`src/rtl/hsk_pulse_dispatcher.sv`:
```
// Source-domain event dispatcher: counts local event pulses and issues them one at
// a time as single-cycle tvalid pulses, following the hsk_pulse_synchro tready handshake.
module hsk_pulse_dispatcher #(
    parameter int unsigned CNT_W       = 4,
    parameter int unsigned ACK_TIMEOUT = 16
) (
    input  logic             aclk,
    input  logic             arstn,
    input  logic             event_i,
    input  logic             clear_i,
    input  logic             tready_i,
    output logic             tvalid_o,
    output logic [CNT_W-1:0] pending_o,
    output logic             overflow_o,
    output logic             timeout_o
);

    localparam int unsigned TO_W = (ACK_TIMEOUT > 0) ? $clog2(ACK_TIMEOUT + 1) : 1;
    localparam logic [TO_W-1:0]  TO_LAST = TO_W'((ACK_TIMEOUT > 0) ? ACK_TIMEOUT - 1 : 0);
    localparam logic [CNT_W-1:0] CNT_MAX = '1;

    typedef enum logic [1:0] {
        IDLE,
        ISSUE,
        WAIT_LOW,
        WAIT_HIGH
    } state_t;

    state_t            state, state_nxt;
    logic [CNT_W-1:0]  count, count_nxt;
    logic [TO_W-1:0]   to_cnt, to_cnt_nxt;
    logic              tvalid_nxt, overflow_nxt, timeout_nxt;
    logic              inc, dec, to_hit;

    always_comb begin
        state_nxt  = state;
        to_cnt_nxt = to_cnt;
        tvalid_nxt = 1'b0;
        dec        = 1'b0;
        to_hit     = 1'b0;

        case (state)
            IDLE: begin
                if (count != '0 && tready_i) begin
                    state_nxt  = ISSUE;
                    tvalid_nxt = 1'b1;
                    dec        = 1'b1;
                end
            end
            ISSUE: begin
                state_nxt  = WAIT_LOW;
                to_cnt_nxt = '0;
            end
            WAIT_LOW: begin
                if (!tready_i) begin
                    state_nxt = WAIT_HIGH;
                end else if (ACK_TIMEOUT > 0) begin
                    // Timed-out event counts as dispatched; it is not retried.
                    if (to_cnt == TO_LAST) begin
                        to_hit    = 1'b1;
                        state_nxt = IDLE;
                    end else begin
                        to_cnt_nxt = to_cnt + 1'b1;
                    end
                end
            end
            WAIT_HIGH: begin
                if (tready_i) state_nxt = IDLE;
            end
            default: state_nxt = IDLE;
        endcase

        inc          = event_i;
        count_nxt    = count;
        overflow_nxt = overflow_o & ~clear_i;
        if (inc && !dec) begin
            if (count == CNT_MAX) overflow_nxt = 1'b1;
            else                  count_nxt    = count + 1'b1;
        end else if (dec && !inc) begin
            count_nxt = count - 1'b1;
        end

        // A new timeout in the same cycle as clear_i leaves the flag set.
        timeout_nxt = to_hit | (timeout_o & ~clear_i);
    end

    always_ff @(posedge aclk) begin
        if (!arstn) begin
            state      <= IDLE;
            count      <= '0;
            to_cnt     <= '0;
            tvalid_o   <= 1'b0;
            overflow_o <= 1'b0;
            timeout_o  <= 1'b0;
        end else begin
            state      <= state_nxt;
            count      <= count_nxt;
            to_cnt     <= to_cnt_nxt;
            tvalid_o   <= tvalid_nxt;
            overflow_o <= overflow_nxt;
            timeout_o  <= timeout_nxt;
        end
    end

    assign pending_o = count;

endmodule

```
`config.mk`:
```
export PLATFORM = sky130hd
export DESIGN_NAME = hsk_pulse_dispatcher
export DESIGN_NICKNAME = d
export VERILOG_FILES = /design/src/rtl/hsk_pulse_dispatcher.sv
export SDC_FILE = /design/constraint.sdc
export NUM_CORES = 1
export LEC_CHECK = 0
export CAP_MARGIN = 20
export CORE_ASPECT_RATIO = 0.75
export CORE_MARGIN = 1
export CORE_UTILIZATION = 41
export DETAILED_ROUTE_END_ITERATION = 12
export PLACE_DENSITY = 0.62
export SYNTH_ARGS = -nofsm -noshare
export SYNTH_HDL_FRONTEND = slang
export SYNTH_SLANG_ARGS = --single-unit
```
`constraint.sdc`:
```
create_clock -name aclk -period 3.1 [get_ports aclk]
set_clock_uncertainty 0.15 [all_clocks]
set_input_delay 0.62 -clock aclk [delete_from_list [all_inputs] [get_ports aclk]]
set_output_delay 0.62 -clock aclk [all_outputs]
set_load 0.01 [all_outputs]
```
* Yosys cells after proc, flatten, opt, wreduce, memory -nomap -nowiden *
Cells that the tools add are included.

word-level totals
  bits in registers = 14
  bits of input ports = 5
  output and inout port bits = 7
  logic and storage cells = 54

cells by class
  add/sub/neg operators = 3
  equality and inequality tests = 11
  mux-type cells = 18
  bitwise operators = 4
  reductions and logical operators = 12

operators with widths
  operator             number
  $mux 4               3
  $mux 5               2
  $ne 2x2->1 const B   5
  $pmux 5 s2           1
  $mux 2               4
  $pmux 2 s4           1
  $mux 1               7
  $reduce_and 3->1     2
  $add 5x1->5 const B  1
  $eq 5x4->1 const B   1
  $add 4x1->4 const B  1
  $eq 2x2->1 const B   2
  $eq 4x4->1 const B   1
  $reduce_bool 2->1    2
  $reduce_bool 4->1    1
  $sub 4x1->4 const B  1
  $logic_and 1x1->1    3
  $ne 3x3->1 const B   1
  $and 1x1->1          2
  $eq 2x1->1 const B   1
  $logic_not 1->1      2
  $logic_not 2->1      1
  $reduce_and 2->1     1
  $not 1->1            1
  $or 1x1->1           1

* Longest topological paths before layout *
Gate-level depths: netlist of the first run.

  depth in word-level cells = 8
  depth in mapped cells = 9
  mapped depth without buffers = 8

* Worst setup path before layout of the first run *
No wires, ideal clock.

  path kind = input-to-reg
  start = input port event_i
  end = register count[3], in the netlist pending_o[3]
  setup time = 0.072 ns
  data arrival time = 2.235 ns
  data required time = 2.878 ns
  setup slack = 0.643 ns
  stages on the path = 9
  cells stage by stage = clkbuf_1 inv_1 a21oi_1 inv_1 ha_1 nand3_1 and3_1 a32oi_1 mux2i_1

on the way
  longest elaborated chain between the ends = 4

ends and longest elaborated chain
  what                         line  RTL
  from (decl)                  9     input logic event_i,
  $logic_not 1->1              79    end else if (dec && !inc) begin
  $logic_and 1x1->1            79
  $reduce_bool 2->1 (no line)  --
  $reduce_and 2->1 (no line)   --
  to (signal assigned)         97    count <= count_nxt;
  to (decl)                    30    logic [CNT_W-1:0] count, count_nxt;

Parallel ways exist; a longest one is shown, timed or not.
A chain may end at the register's enable or synchronous reset.

* Worst setup path after layout of the first run *
  start = input port tready_i
  end = register count[3], in the netlist pending_o[3]

on the way
  longest elaborated chain between the ends = 7

ends and longest elaborated chain
  what                                                       line  RTL
  from (decl)                                                11    input logic tready_i,
  $logic_and 1x1->1 (*)                                      44    if (count != '0 && tready_i) begin
  $mux 1 (*)                                                 44
  $mux 1 (*)                                                 --
  $logic_not 1->1                                            76    if (inc && !dec) begin
  $logic_and 1x1->1                                          76
  $ne 2x2->1 (no line) or $reduce_bool 2->1 (tied branches)  --
  $reduce_and 2->1 (no line)                                 --

Every way passes the cells marked *; elsewhere a longest branch is shown, timed or not.

==> results of run 1 <==
==> final timing paths <==
path                              startpoint      endpoint  slack (ns)
worst max-delay path                tready_i  pending_o[3]        0.50
worst min-delay path               timeout_o     timeout_o        0.33
worst max register to register  pending_o[3]  pending_o[3]        0.59
worst min register to register     timeout_o     timeout_o        0.33
==> power by group <==
group / internal (W) / switching, W
Combinational: 0.000176 / 0.000173
Clock: 0.0000715 / 0.0000628
Sequential: 0.000210 / 0.0000365
Total: 0.000458 / 0.000272
==> layout make-up <==
type	instances	area, um^2
well taps	22	27.5
flip-flops and latches	14	280
clock buffers	4	36.3
fillers	181	795
repair buffers	15	140
inverters	5	18.8
multi-input cells	76	524
==> state kept, by name, summed over array words and instances (netlist names) <==
| name | flops |
|---|---|
| to_cnt | 5 |
| pending_o | 4 |
| state | 2 |
| overflow_o | 1 |
| timeout_o | 1 |
| tvalid_o | 1 |
==> synth_stat cells (2+ instances only) <==
master    count  area share [%]
dfxtp_1      14              34
a21oi_1      11             6.6
nor2_1        9             4.0
nand2_1       7             3.1
and3_1        4             3.0
ha_1          4             6.0
inv_1         4             1.8
nand2b_1      4             3.0
nand3_1       4             2.4
clkbuf_1      3             1.3
a32oi_1       2             2.1
and3_2        2             1.8
o21ai_0       2             1.2
xnor2_1       2             2.1
==> per-layer routing <==
metal | vias up | track usage (%) | wire (um)
met2 | 13 | 26.5 | 728
li1 | 395 | - | -
met4 | 0 | 5.77 | 13
met3 | 2 | 7.78 | 89
met1 | 354 | 27.5 | 1040
met5 | - | 0 | 0
==> logic make-up after synthesis <==
kind of cell / after synthesis / synth area share, %
adders and majority gates: 5 / 8.40
and+or+nand+nor: 42 / 30.1
buffers and inverters: 8 / 3.60
xor gates and xnor gates: 3 / 3.15
DFF: 14 / 33.6
AOI/OAI and AO/OA: 25 / 19.9
muxes: 1 / 1.20
==> layout by cell type (no fill, tap or decap), types with 2 or more instances in the layout <==
cell type	n
dfxtp_1	14
clkbuf_4	3
and3_2	2
xnor2_1	2
nand2_1	7
clkdlybuf4s50_1	11
a32oi_1	2
o21ai_0	2
a21oi_1	11
and3_1	4
ha_1	4
buf_4	4
inv_1	4
nand2b_1	4
nor2_1	9
nand3_1	4
==> stage by stage <==
stage,instances,util (%),hold slack (ns)
2_1_floorplan,98,-,0.314
4_1_cts,136,56.4,0.330
5_1_grt,136,56.4,0.364
6_report,136,56.4,0.326
3_5_place_dp,132,54.4,0.314
3_3_place_gp,132,54.4,0.311
==> worst max-delay path, delay by kind of cell <==
family          cells  cell delay (ns)
simple gates        3             0.50
fa+ha+maj           1             0.35
compound gates      2             0.39
mux                 1             0.19
buf+inv             2             0.63
==> results.cfg, run 1 <==
[sta]
fin_tns_setup_ns = 0
layout_min_cycle_time_ns = 2.60
fin_crit_sh_pct = 83.8
relSlewSlack_pct = 77.2
fmax_mhz = 385
worst_slack_ns = 0.504
finalSetupViolCount = 0
rsz0062_at_grt = false
worst_pin_slew_ns = 0.341
slew_viol_final = 0
finalHoldViolCount = 0

[power]
p_leak_nw = 0.425
power_w = 0.000730
power_density_mw_per_mm2 = 710
worst_ir_drop_vdd_mv = 0.468

[drt]
viasPerCell = 5.62
vias = 764
wl_mm = 1.87
firstDrtPassIters = 3
post-route-drc-count = 0
drt-initial-drc-count = 10
antenna_left = 0
routedWlPerCell_um = 13.8

[cells_and_area]
design_area_mm2 = 0.00103
final_nets = 125
antennaDiodeCount = 0
drive_gt1_share_pct = 13.2
syn2layout_area_growth_pct = 23.1

[clock_network]
clk_latency_ns = 0.29
ctsResizeCount = 0
htreeDepth = 1
post_cts.repair.setup_buffers = 0
cts_sinks = 14
clk_pin_slew_worst_paths_ns = 0.10
hold_buffers = 0
tritoncts = built
cts_buffer_depth = 2
cts_buffers = 3
clockRootBuffer = clkbuf_4

[floorplanning]
die_h_um = 41.1
core_mm2 = 0.00182
rows = 13
fp.dieArea_mm2 = 0.00222
ios = 12
die_w_um = 54.1
initial_utilization_pct = 45.8

[place]
dpl_worst_slack_ns = 0.206
post_dp_cell_area_um2 = 991
gp_congestion = 0.846
portBuffers = 11
dp_hpwl_mm = 1.40

[worst_setup_path]
endpoint_kind = register
path_cells = clkdlybuf4s50_1 -> nor3b_2 -> a21oi_1 -> inv_1 -> ha_1 -> nand3_1 -> and3_1 -> a32oi_1 -> mux2i_1
critPathSlowestCell = clkdlybuf4s50_1
rr_worst_depth = 8
crit_path_max_fanout = 7
arrival_ns = 2.67
crit_path_max_incr_delay_ns = 0.50
crit_type = in2reg
start_kind = input pin
cp.required_ns = 3.18

[yosys]
synth_edf_count = 0
synth_area_per_cell_um2 = 8.52
synthFlopType = dfxtp_1
syn_inst = 98
synthesis.nets = 108
ys_ff_latch = 14
yosys_warnings = 0
async_flop_share_pct = 0
synth_cell_types = 40
seq_area_frac_synth_pct = 33.6
synth_area_um2 = 835

[global_routing]
grt_max_degree = 11
grt_pass1_wl_mm = 2.82
antenna_found_initial = 0
track_usage_pct = 19.5
overflow = 0
grt_pass1_vias = 584

[flow_run]
max-cap-violations = 0

[worst_hold_path]
hold_depth = 2
holdCritPathClass = reg2reg

[run_status]
status = finished, final reports clean
Power figures use the tool's default switching activity.
==> run 2: changes to the inputs <==
PLACE_DENSITY = 0.64   (was 0.62)
clock period = 2.3 ns   (was 3.1 ns; I/O delays follow)
==> run 2 against run 1 <==
Effect of this change:
- utilization grew 5.2 points
- sequential share of layout area shrank 2.1 points
- die area is the same
- flip-flop and latch count is the same
- combinational power grew 70%
- cell area grew 9.3%
- critical path type is now reg2reg
- largest power group unchanged
- sequential power grew 33%
==> results.cfg, run 2 (same netlist as run 1, synthesis figures left out) <==
[run_status]
status = finished, final reports clean

[floorplanning]
die_h_um = 41.1
die_w_um = 54.1
ios = 12
rows = 13
fp.dieArea_mm2 = 0.00222
core_mm2 = 0.00182
initial_utilization_pct = 45.8

[cells_and_area]
regMostFlops = to_cnt
antennaDiodeCount = 0
layout_common_cells = 12 x dfxtp_1, 12 x buf_4, 11 x clkdlybuf4s50_1
drive_gt1_share_pct = 24.8
syn2layout_area_growth_pct = 34.5
final_nets = 133
utilization_pct = 61.6
largest_register_ffs = 5
design_area_mm2 = 0.00112

[place]
dpl_worst_slack_ns = -0.176
post_dp_cell_area_mm2 = 0.00107
portBuffers = 11
gp_congestion = 0.871
dp_hpwl_mm = 1.52

[flow_run]
max-cap-violations = 0

[drt]
drt-initial-drc-count = 31
firstDrtPassIters = 4
antenna_left = 0
viasPerCell = 5.84
wl_mm = 2.05
routedWlPerCell_um = 14.4
vias = 835
post-route-drc-count = 0

[clock_network]
hold_buffers = 0
tritoncts = built
cts_buffers = 3
ctsResizeCount = 0
post_cts.repair.setup_buffers = 0
cts_sinks = 14
clk_pin_slew_worst_paths_ns = 0.09
htreeDepth = 1
clk_latency_ns = 0.28
cts_buffer_depth = 2
clockRootBuffer = clkbuf_4

[sta]
relSlewSlack_pct = 77.9
layout_min_cycle_time_ns = 2.24
worst_slack_ns = 0.0647
fin_crit_sh_pct = 97.2
worst_pin_slew_ns = 0.332
slew_viol_final = 0
finalHoldViolCount = 0
fin_tns_setup_ns = 0
rsz0062_at_grt = true
finalSetupViolCount = 0
fmax_mhz = 447

[global_routing]
grt_max_degree = 10
grt_pass1_wl_mm = 3.15
antenna_found_initial = 0
grt_pass1_vias = 674
overflow = 0
track_usage_pct = 21.3

[power]
p_leak_nw = 0.462
worst_ir_drop_vdd_mv = 0.575
power_density_mw_per_mm2 = 948

[worst_setup_path]
cp.required_ns = 2.37
endpoint_kind = register
start_kind = register
crit_path_max_fanout = 3
arrival_ns = 2.30
crit_type = reg2reg

[worst_hold_path]
holdCritPathClass = reg2reg
==> run 2: power by group <==
group / total (W) / leakage (nW) / internal, W / switching (W)
logic: 0.000595 / 0.333 / 0.000310 / 0.000285
registers: 0.000328 / 0.115 / 0.000286 / 0.0000425
clock network: 0.000141 / 0.0138 / 0.0000608 / 0.0000801
==> run 2: critical path, cell delays in order, from the launching register on <==
cell     delay [ns]
dfxtp_2        0.33
or4_4          0.56
a21oi_4        0.15
inv_2          0.07
ha_4           0.28
nand3_2        0.08
and3_1         0.18
a32oi_2        0.17
mux2i_1        0.19
==> run 2: layout make-up <==
class | count | area (um^2)
well taps | 22 | 27.5
inverters | 5 | 18.8
multi-input cells | 76 | 571
fillers | 171 | 699
flip-flops and latches | 14 | 283
repair buffers | 23 | 200
clock buffers | 3 | 22.5
==> run 2: path summary, 6_finish.rpt <==
kind	from	endpoint	slack, ns	depth (start not counted)
worst max-delay path	pending_o[0]	pending_o[3]	0.06	8
worst min register to register	timeout_o	timeout_o	0.32	2
worst max register to register	pending_o[0]	pending_o[3]	0.06	8
worst min-delay path	timeout_o	timeout_o	0.32	2
==> run 2: per-stage QoR <==
stage               hold WS (ns)  total power, W  cells
floorplan                  0.314        0.000663     98
global placement           0.312        0.000864    140
detailed placement         0.310        0.000870    140
CTS                        0.324         0.00101    143
global route               0.346         0.00115    143
finish                     0.322         0.00106    143
==> run 2: layer usage <==
layer / vias up / global-route usage, % / wire [um] / part of all wire (%)
met5: - / 0 / 0 / 0
met1: 398 / 29.8 / 1080 / 52
met2: 23 / 31.5 / 854 / 42
met4: 0 / 3.85 / 19 / 0.93
li1: 409 / - / - / -
met3: 5 / 7.78 / 103 / 5.0
==> run 3: changes to the inputs <==
SLEW_MARGIN = 20   (was not set)
==> results of run 3 <==
Final layout, timing and power as in run 2 (identical DEF).
